===== config.mk =====
export PLATFORM = sky130hd
export DESIGN_NAME = tdm_demux_1to4
export DESIGN_NICKNAME = d
export VERILOG_FILES = /design/src/rtl/tdm_pkg.sv /design/src/rtl/tdm_slot_counter.sv /design/src/rtl/tdm_demux_1to4.sv
export SDC_FILE = /design/constraint.sdc
export NUM_CORES = 1
export LEC_CHECK = 0
export ABC_CLOCK_PERIOD_IN_PS = 2300
export CAP_MARGIN = 20
export CELL_PAD_IN_SITES_DETAIL_PLACEMENT = 0
export CELL_PAD_IN_SITES_GLOBAL_PLACEMENT = 1
export CORE_MARGIN = 4
export CORE_UTILIZATION = 35
export CTS_CLUSTER_DIAMETER = 40
export DETAILED_ROUTE_END_ITERATION = 8
export PLACE_DENSITY_LB_ADDON = 0.1
export SYNTH_ARGS = -nofsm -noshare
export SYNTH_HDL_FRONTEND = slang
export SYNTH_HIERARCHICAL = 1
export SYNTH_SLANG_ARGS = --single-unit
export TNS_END_PERCENT = 20

===== constraint.sdc =====
create_clock -name CLK -period 2.3 [get_ports CLK]
set_input_delay 0.46 -clock CLK [delete_from_list [all_inputs] [get_ports CLK]]
set_output_delay 0.46 -clock CLK [all_outputs]
set_load 0.05 [all_outputs]

===== src/rtl/tdm_pkg.sv =====
// -----------------------------------------------------------------------------
// tdm_pkg
// Shared definitions for the 4-slot TDM link. The stream builder (4:1 slot
// selector) and the receive demultiplexer both import this package, so the
// slot count and slot index width are defined exactly once.
//
// Contents:
//   NSLOT, SLOT_W      slot count and slot index width
//   SLOT_* constants   named slot indices used by the counter and the FSM
//   state_t            receiver alignment state {HUNT, LOCK}
//   slot_next()        modulo-NSLOT increment of a slot index
// -----------------------------------------------------------------------------
package tdm_pkg;

   localparam int unsigned NSLOT  = 4;
   localparam int unsigned SLOT_W = 2;

   localparam logic [SLOT_W-1:0] SLOT_FIRST  = SLOT_W'(0);
   localparam logic [SLOT_W-1:0] SLOT_SECOND = SLOT_W'(1);
   localparam logic [SLOT_W-1:0] SLOT_THIRD  = SLOT_W'(2);
   localparam logic [SLOT_W-1:0] SLOT_LAST   = SLOT_W'(NSLOT - 1);

   // HUNT: waiting for a frame-sync beat. LOCK: slot position is trusted.
   typedef enum logic [0:0] {
      HUNT = 1'b0,
      LOCK = 1'b1
   } state_t;

   // Next slot index; NSLOT is a power of two so natural wrap is the modulo.
   function automatic logic [SLOT_W-1:0] slot_next(input logic [SLOT_W-1:0] slot);
      return slot + SLOT_W'(1);
   endfunction

endpackage


===== src/rtl/tdm_slot_counter.sv =====
// -----------------------------------------------------------------------------
// tdm_slot_counter
// Slot position counter for the TDM receiver. Counts accepted beats modulo
// NSLOT and exposes the slot index expected on the next accepted beat.
//
// Ports:
//   clk_i    clock, rising edge
//   rst_i    asynchronous active-high reset (counter returns to slot 0)
//   en_i     advance to the next slot (wraps NSLOT-1 -> 0)
//   load1_i  resync: the current beat was slot 0, so the next one is slot 1
//   clr_i    return to slot 0 (alignment lost)
//   sel_o    slot index expected on the next accepted beat
//   last_o   1 when sel_o is the final slot of the frame
//
// Priority when several controls are high: clr_i > load1_i > en_i.
// -----------------------------------------------------------------------------
module tdm_slot_counter
   import tdm_pkg::*;
(
   input  logic              clk_i,
   input  logic              rst_i,
   input  logic              en_i,
   input  logic              load1_i,
   input  logic              clr_i,
   output logic [SLOT_W-1:0] sel_o,
   output logic              last_o
);

   logic [SLOT_W-1:0] cnt_q;
   logic [SLOT_W-1:0] cnt_d;

   // Next slot index from the clear / resync / advance controls.
   always_comb begin
      cnt_d = cnt_q;
      if (clr_i) begin
         cnt_d = SLOT_FIRST;
      end else if (load1_i) begin
         cnt_d = SLOT_SECOND;
      end else if (en_i) begin
         cnt_d = slot_next(cnt_q);
      end else begin
         cnt_d = cnt_q;
      end
   end

   // Slot index register.
   always_ff @(posedge clk_i or posedge rst_i) begin
      if (rst_i) begin
         cnt_q <= SLOT_FIRST;
      end else begin
         cnt_q <= cnt_d;
      end
   end

   assign sel_o  = cnt_q;
   assign last_o = (cnt_q == SLOT_LAST);

endmodule


===== src/rtl/tdm_demux_1to4.sv =====
// -----------------------------------------------------------------------------
// tdm_demux_1to4
// Receive side of a 4-slot time-division channel. One beat per slot arrives
// on IN, slot 0 flagged by FSYNC. Slots 0..2 are held in shadow registers;
// when the slot-3 beat arrives the whole frame is copied to OUT0..OUT3 in one
// edge and OUT_VALID pulses for one cycle. Loss of alignment (missing or early
// frame sync) pulses SYNC_ERR; a missing sync drops back to HUNT, an early
// sync restarts the frame on the new slot 0 while staying locked.
//
// Parameters:
//   WIDTH      data bits per slot / channel (1..32)
//
// Ports:
//   CLK        clock, rising edge
//   RST        asynchronous active-high reset; release must be synchronous
//              to CLK (provided by the reset synchroniser upstream)
//   IN         slot data beat
//   IN_VALID   IN/FSYNC valid this cycle; low stalls everything
//   FSYNC      marks the slot-0 beat, sampled only with IN_VALID
//   OUT0..3    channels 0..3 of the last complete frame
//   OUT_VALID  one-cycle pulse: OUT0..3 just updated
//   SEL        slot index expected on the next accepted beat
//   LOCKED     frame alignment held
//   SYNC_ERR   one-cycle pulse: alignment violation detected
//
// All outputs come straight from flops; there is no combinational path from
// any input to any output.
// -----------------------------------------------------------------------------
module tdm_demux_1to4
   import tdm_pkg::*;
#(
   parameter int unsigned WIDTH = 1
)
(
   input  logic              CLK,
   input  logic              RST,
   input  logic [WIDTH-1:0]  IN,
   input  logic              IN_VALID,
   input  logic              FSYNC,
   output logic [WIDTH-1:0]  OUT0,
   output logic [WIDTH-1:0]  OUT1,
   output logic [WIDTH-1:0]  OUT2,
   output logic [WIDTH-1:0]  OUT3,
   output logic              OUT_VALID,
   output logic [SLOT_W-1:0] SEL,
   output logic              LOCKED,
   output logic              SYNC_ERR
);

   state_t            state_q;
   state_t            state_d;

   logic [WIDTH-1:0]  shadow0_q;
   logic [WIDTH-1:0]  shadow0_d;
   logic [WIDTH-1:0]  shadow1_q;
   logic [WIDTH-1:0]  shadow1_d;
   logic [WIDTH-1:0]  shadow2_q;
   logic [WIDTH-1:0]  shadow2_d;

   logic [WIDTH-1:0]  out0_q;
   logic [WIDTH-1:0]  out0_d;
   logic [WIDTH-1:0]  out1_q;
   logic [WIDTH-1:0]  out1_d;
   logic [WIDTH-1:0]  out2_q;
   logic [WIDTH-1:0]  out2_d;
   logic [WIDTH-1:0]  out3_q;
   logic [WIDTH-1:0]  out3_d;

   logic              out_valid_q;
   logic              out_valid_d;
   logic              sync_err_q;
   logic              sync_err_d;

   logic              cnt_en_s;
   logic              cnt_load1_s;
   logic              cnt_clr_s;
   logic [SLOT_W-1:0] sel_s;
   logic              last_s;
   logic              slot0_s;

   tdm_slot_counter u_slot_counter (
      .clk_i   (CLK),
      .rst_i   (RST),
      .en_i    (cnt_en_s),
      .load1_i (cnt_load1_s),
      .clr_i   (cnt_clr_s),
      .sel_o   (sel_s),
      .last_o  (last_s)
   );

   assign slot0_s = (sel_s == SLOT_FIRST);

   // Alignment FSM, shadow capture and frame publish for one accepted beat.
   always_comb begin
      state_d     = state_q;
      shadow0_d   = shadow0_q;
      shadow1_d   = shadow1_q;
      shadow2_d   = shadow2_q;
      out0_d      = out0_q;
      out1_d      = out1_q;
      out2_d      = out2_q;
      out3_d      = out3_q;
      out_valid_d = 1'b0;
      sync_err_d  = 1'b0;
      cnt_en_s    = 1'b0;
      cnt_load1_s = 1'b0;
      cnt_clr_s   = 1'b0;

      if (IN_VALID) begin
         case (state_q)
            HUNT: begin
               // Only a sync beat can start a frame; anything else is noise.
               if (FSYNC) begin
                  shadow0_d   = IN;
                  cnt_load1_s = 1'b1;
                  state_d     = LOCK;
               end else begin
                  state_d     = HUNT;
               end
            end

            LOCK: begin
               if (FSYNC) begin
                  // Sync on slot 0 is the normal case. Sync anywhere else
                  // abandons the partial frame but keeps lock: the beat is
                  // trusted as the start of a new frame. Stale shadow1/2
                  // contents are overwritten before they can be published.
                  sync_err_d  = !slot0_s;
                  shadow0_d   = IN;
                  cnt_load1_s = 1'b1;
               end else if (slot0_s) begin
                  // Expected a sync here and did not get one: alignment lost,
                  // the beat is dropped.
                  sync_err_d  = 1'b1;
                  cnt_clr_s   = 1'b1;
                  state_d     = HUNT;
               end else if (last_s) begin
                  // Slot 3 goes straight to OUT3 so the frame publishes on
                  // the same edge that accepts its last beat.
                  out0_d      = shadow0_q;
                  out1_d      = shadow1_q;
                  out2_d      = shadow2_q;
                  out3_d      = IN;
                  out_valid_d = 1'b1;
                  cnt_en_s    = 1'b1;
               end else begin
                  case (sel_s)
                     SLOT_SECOND: shadow1_d = IN;
                     SLOT_THIRD:  shadow2_d = IN;
                     default:     shadow1_d = shadow1_q;
                  endcase
                  cnt_en_s    = 1'b1;
               end
            end

            default: begin
               state_d   = HUNT;
               cnt_clr_s = 1'b1;
            end
         endcase
      end else begin
         // Stall: hold everything, pulses stay low.
         state_d = state_q;
      end
   end

   // Alignment state register.
   always_ff @(posedge CLK or posedge RST) begin
      if (RST) begin
         state_q <= HUNT;
      end else begin
         state_q <= state_d;
      end
   end

   // Shadow registers for slots 0..2 of the frame being assembled.
   always_ff @(posedge CLK or posedge RST) begin
      if (RST) begin
         shadow0_q <= '0;
         shadow1_q <= '0;
         shadow2_q <= '0;
      end else begin
         shadow0_q <= shadow0_d;
         shadow1_q <= shadow1_d;
         shadow2_q <= shadow2_d;
      end
   end

   // Published frame; holds the last complete frame until reset.
   always_ff @(posedge CLK or posedge RST) begin
      if (RST) begin
         out0_q <= '0;
         out1_q <= '0;
         out2_q <= '0;
         out3_q <= '0;
      end else begin
         out0_q <= out0_d;
         out1_q <= out1_d;
         out2_q <= out2_d;
         out3_q <= out3_d;
      end
   end

   // Single-cycle status pulses.
   always_ff @(posedge CLK or posedge RST) begin
      if (RST) begin
         out_valid_q <= 1'b0;
         sync_err_q  <= 1'b0;
      end else begin
         out_valid_q <= out_valid_d;
         sync_err_q  <= sync_err_d;
      end
   end

   assign OUT0      = out0_q;
   assign OUT1      = out1_q;
   assign OUT2      = out2_q;
   assign OUT3      = out3_q;
   assign OUT_VALID = out_valid_q;
   assign SYNC_ERR  = sync_err_q;
   assign SEL       = sel_s;
   assign LOCKED    = (state_q == LOCK);

endmodule

# Word-level counts from Yosys, hierarchy flattened
# Index checks and enable logic that the tools add are counted.
# word_totals
word_cells,50
reg_bits,12
output_inout_bits,9
# op_classes
muxes,24
addsub,1
reduce_logical,7
eq_ne,3
bitwise,4
# ops
op,count
$mux 1,20
$reduce_and 6->1,2
$mux 2,3
$reduce_and 5->1,1
$eq 2x2->1 const B,2
$not 1->1,4
$reduce_bool 3->1,1
$add 2x1->2 const B,1
$eq 2x1->1 const B,1
$logic_not 2->1,1
$pmux 1 s2,1
$reduce_and 2->1,1
$logic_not 1->1,1

# Depth between registers and ports, before layout
# depth
ltp_word,8
ltp_mapped,5
depth_no_buf,5

# By module
# Netlist, hierarchy kept.
# modules_own_cells
module,instances,area_per_inst_um2,seq_area_each_um2,cells_per_inst
tdm_demux_1to4,1,449.2,250.2,35
tdm_slot_counter,1,98.8,50.0,9

# Worst setup path before layout
# Ideal clock, no wire load.
# synth_path
path_type,register -> register
start,"reg u_slot_counter.cnt_q[1], in the netlist u_slot_counter/sel_o[1]"
end,"reg out0_q, in the netlist OUT0"
required_time_ns,2.175
period_less_slack_ns,1.907
path_buffers,0
t_arrival_ns,1.782
setup_time_ns,0.125
slack_ns,0.393
path_stages_with_launch,6
path_cell_list,dfrtp_1 > or2_2 > ha_1 > and3_2 > nand2_2 > mux2_2
# synth_via
elab_chain_len,3
word_cells_on_any_way,4
cone_classes,1 x eq/ne; 1 x bitwise; 2 x reduce/logical
# synth_lines
element,line,source
start: declaration,tdm_slot_counter.sv:29,logic [SLOT_W-1:0] cnt_q;
start signal: assignment,tdm_slot_counter.sv:51,cnt_q <= cnt_d;
$logic_not 2->1,tdm_demux_1to4.sv:91,assign slot0_s = (sel_s == SLOT_FIRST);
$not 1->1 (no source line),--,
$reduce_and 5->1 (no source line) *,--,
end signal: assignment,tdm_demux_1to4.sv:197,out0_q <= out0_d;
end: declaration,tdm_demux_1to4.sv:60,logic [WIDTH-1:0] out0_q;
# Mark *: on every way between the ends. The rest lies on a longest branch, timed or not.
# A chain may end at the register's enable or synchronous reset.

# Worst setup path in the final report
# layout_path
start,"reg u_slot_counter.cnt_q[0], in the netlist u_slot_counter/sel_o[0]"
end,out SEL[0]
# layout_lines
element,line,source
end: declaration,tdm_demux_1to4.sv:45,"output logic [SLOT_W-1:0] SEL,"
# No word-level cell between the ends.

==> results.sh <==
export IMPL_outcome="finished clean"
export IMPL_post_cts_setup_buffer_count=0
export IMPL_relSlewSlack=0.6666
export IMPL_cts_num_sinks=12
export IMPL_syn_nets=52
export IMPL_via_count=393
export IMPL_die_h_um=47.57
export IMPL_synth_top_area_share=0.5479
export IMPL_ant_nets=0
export IMPL_synth_async_reset_ratio=1.000
export IMPL_hold_viol_final=0
export IMPL_viasPerCell=5.104
export IMPL_drv_cap=0
export IMPL_place_congestion=0.7540
export IMPL_drtIter0Drc=11
export IMPL_slew_viol_final=0
export IMPL_floorplan_initialDensity=0.3681
export IMPL_min_path_type="input port to async pin"
export IMPL_finClkSkew_ns=0.001284
export IMPL_cts_tree="built"
export IMPL_vdd_drop_max_v=0.0006758
export IMPL_rsz0062_at_grt="false"
export IMPL_worstMarginPinSlew_ns=0.4985
export IMPL_die_x_um=47.57
export IMPL_power_density_mw_per_mm2=1454
export IMPL_nFillCells=132
export IMPL_wl_met3_um=102
export IMPL_grt_max_degree=11
export IMPL_postLayoutCoreUtil=0.4933
export IMPL_worst_path_max_fanout=6
export IMPL_grt_pass1_wl_um=1669
export IMPL_cts_buffers=3
export IMPL_drc=0
export IMPL_clk_pin_slew_ns=0.07
export IMPL_crit_path_top_delay_cell="clkdlybuf4s50_1"
export IMPL_wl_met1_um=381
export IMPL_io_pins=14
export IMPL_worstPathArrival_ns=1.54
export IMPL_worst_path_buf_inv=1
export IMPL_timing_fmax_ghz=0.5005
export IMPL_std_cell_rows=14
export IMPL_core_area_mm2=0.001489
export IMPL_cts_resized=0
export IMPL_synthesis_area_um2=548.0
export IMPL_dp_hpwl_um=821.2
export IMPL_crit_chain="clkdlybuf4s50_1"
export IMPL_die_area_mm2=0.002263
export IMPL_totalWireLength_um=1004
export IMPL_synth_most_common_cell="dfrtp_1"
export IMPL_setup_viol=0
export IMPL_worstSetupEndpointType="output port"
export IMPL_overflow=0
export IMPL_clockRootBuffer="clkbuf_4"
export IMPL_fin_crit_ns=1.998
export IMPL_yosysSeqAreaShare=0.5479
export IMPL_firstDrtPassIters=4
export IMPL_portBuffers=13
export IMPL_worstSetupPathType="register to output port"
export IMPL_antenna_found_initial=0
export IMPL_cp_start_kind="register"
export IMPL_dr_wl_met2_um=513
export IMPL_ys_types=17
export IMPL_synth_edff_count=0
export IMPL_cp_required_ns=1.84
export IMPL_synth_top_area_cell="dfrtp_1"
export IMPL_fin_tns_setup_ns=0
export IMPL_fin_nets=70
export IMPL_cts_htree_levels=1
export IMPL_diodes=0
export IMPL_leakage_nw=0.3499
export IMPL_top_layer="met4"
export IMPL_wl_per_cell_um=13.04
export IMPL_post_route_cells_drive_above_1_share=0.2295
export IMPL_netlist_instances=44
export IMPL_critPathTopFamily="buffers and inverters"
export IMPL_crit_path_max_incr_delay_ns=0.83
export IMPL_synth_top_cells_by_count="dfrtp_1 (12), mux2_2 (7), inv_1 (5)"
export IMPL_ys_ff_latch=12
export IMPL_ctsHoldBuffers=0
export IMPL_synth_area_leaders="dfrtp_1 (55%), mux2_2 (14%), ha_1 (6.8%), inv_1 (3.4%), nand3b_1 (2.7%)"
export IMPL_area_growth_pct=34.02
export IMPL_grt_pass1_vias=391
export IMPL_postSynthAreaPerCell_um2=12.46
export IMPL_ys_warn_count=6
export IMPL_synth_ff_type="dfrtp_1"
export IMPL_clock_latency_ns=0.27
export IMPL_clockBufferDepth=2
export IMPL_globalRouteTotalUtil=0.1132
export IMPL_period_share=0.8687
[power breakdown]
group / total [mW] / internal, mW / switching [mW]
Combinational: 0.552 / 0.215 / 0.337
Clock: 0.162 / 0.0961 / 0.0661
Sequential: 0.354 / 0.294 / 0.0602
Total: 1.07 / 0.605 / 0.463
[registers in the layout, indices dropped and copies added (netlist names)]
signal	cells
LOCKED	1
shadow1_q	1
OUT1	1
SYNC_ERR	1
u_slot_counter/sel_o	2
OUT0	1
shadow0_q	1
shadow2_q	1
OUT2	1
OUT3	1
OUT_VALID	1
[path summary, 6_finish.rpt]
path | end | startpoint | cells past startpoint | slack, ns
hold / removal | u_slot_counter/sel_o[1]$_DFFE_PP0P_ | RST | 2 | 0.37
max in group asynchronous | OUT3$_DFFE_PP0P_ | RST | 2 | 1.53
hold reg to reg | OUT1$_DFFE_PP0P_ | OUT1$_DFFE_PP0P_ | 1 | 0.51
setup reg to reg | OUT0$_DFFE_PP0P_ | u_slot_counter/sel_o[1]$_DFFE_PP0P_ | 5 | 0.54
min in group CLK | OUT1$_DFFE_PP0P_ | OUT1$_DFFE_PP0P_ | 1 | 0.51
setup / recovery | SEL[0] | u_slot_counter/sel_o[0]$_DFFE_PP0P_ | 1 | 0.30
[cells in the final DEF (no fill, tap or decap), drive strengths merged]
master | netlist | layout
clkdlybuf4s50 | 0 | 13
dfrtp | 12 | 12
mux2 | 7 | 7
inv | 5 | 5
clkbuf | 0 | 4
nor2 | 3 | 3
ha | 3 | 3
and3 | 3 | 3
nand3b | 2 | 2
and2 | 1 | 1
nand2 | 1 | 1
and4bb | 1 | 1
or2 | 1 | 1
nand4 | 1 | 1
mux2i | 1 | 1
nor3 | 1 | 1
xnor2 | 1 | 1
a21oi | 1 | 1
[final cells by class]
cell class / instances / area (um2) / area share
timing repair buffer: 13 / 130.1 / 0.1772
sequential: 12 / 300.3 / 0.4089
tap: 16 / 20.02 / 0.02726
inverter: 5 / 18.77 / 0.02555
clock buffer: 4 / 36.28 / 0.04940
multi-input combinational: 27 / 229.0 / 0.3118
[kinds of logic after synthesis]
kind of cell / after synthesis / synth area share
simple gates: 14 / 0.1621
flops: 12 / 0.5479
mux: 8 / 0.1621
buf+inv: 5 / 0.03425
fa+ha+maj: 3 / 0.06850
compound gates: 1 / 0.009124
xor+xnor: 1 / 0.01598
[metrics by stage]
step | area (um2) | instances | setup slack, ns | power [mW] | hold WS, ns
6_report | 734.5 | 77 | 0.3020 | 1.068 | 0.3657
3_5_place_dp | 698.2 | 73 | 0.2555 | 0.9155 | 0.4979
5_1_grt | 734.5 | 77 | 0.2080 | 1.141 | 0.3712
4_1_cts | 734.5 | 77 | 0.2911 | 1.083 | 0.3636
2_1_floorplan | 548.0 | 44 | 0.3935 | 0.7332 | 0.2012
3_3_place_gp | 698.2 | 73 | 0.3001 | 0.9075 | 0.4917
[layer usage]
metal / GRT usage / vias to the layer above
li1: - / 184
met4: 0.03226 / 0
met5: 0 / -
met3: 0.07143 / 2
met2: 0.1925 / 17
met1: 0.1155 / 190
(Power assumes the default switching activity.)
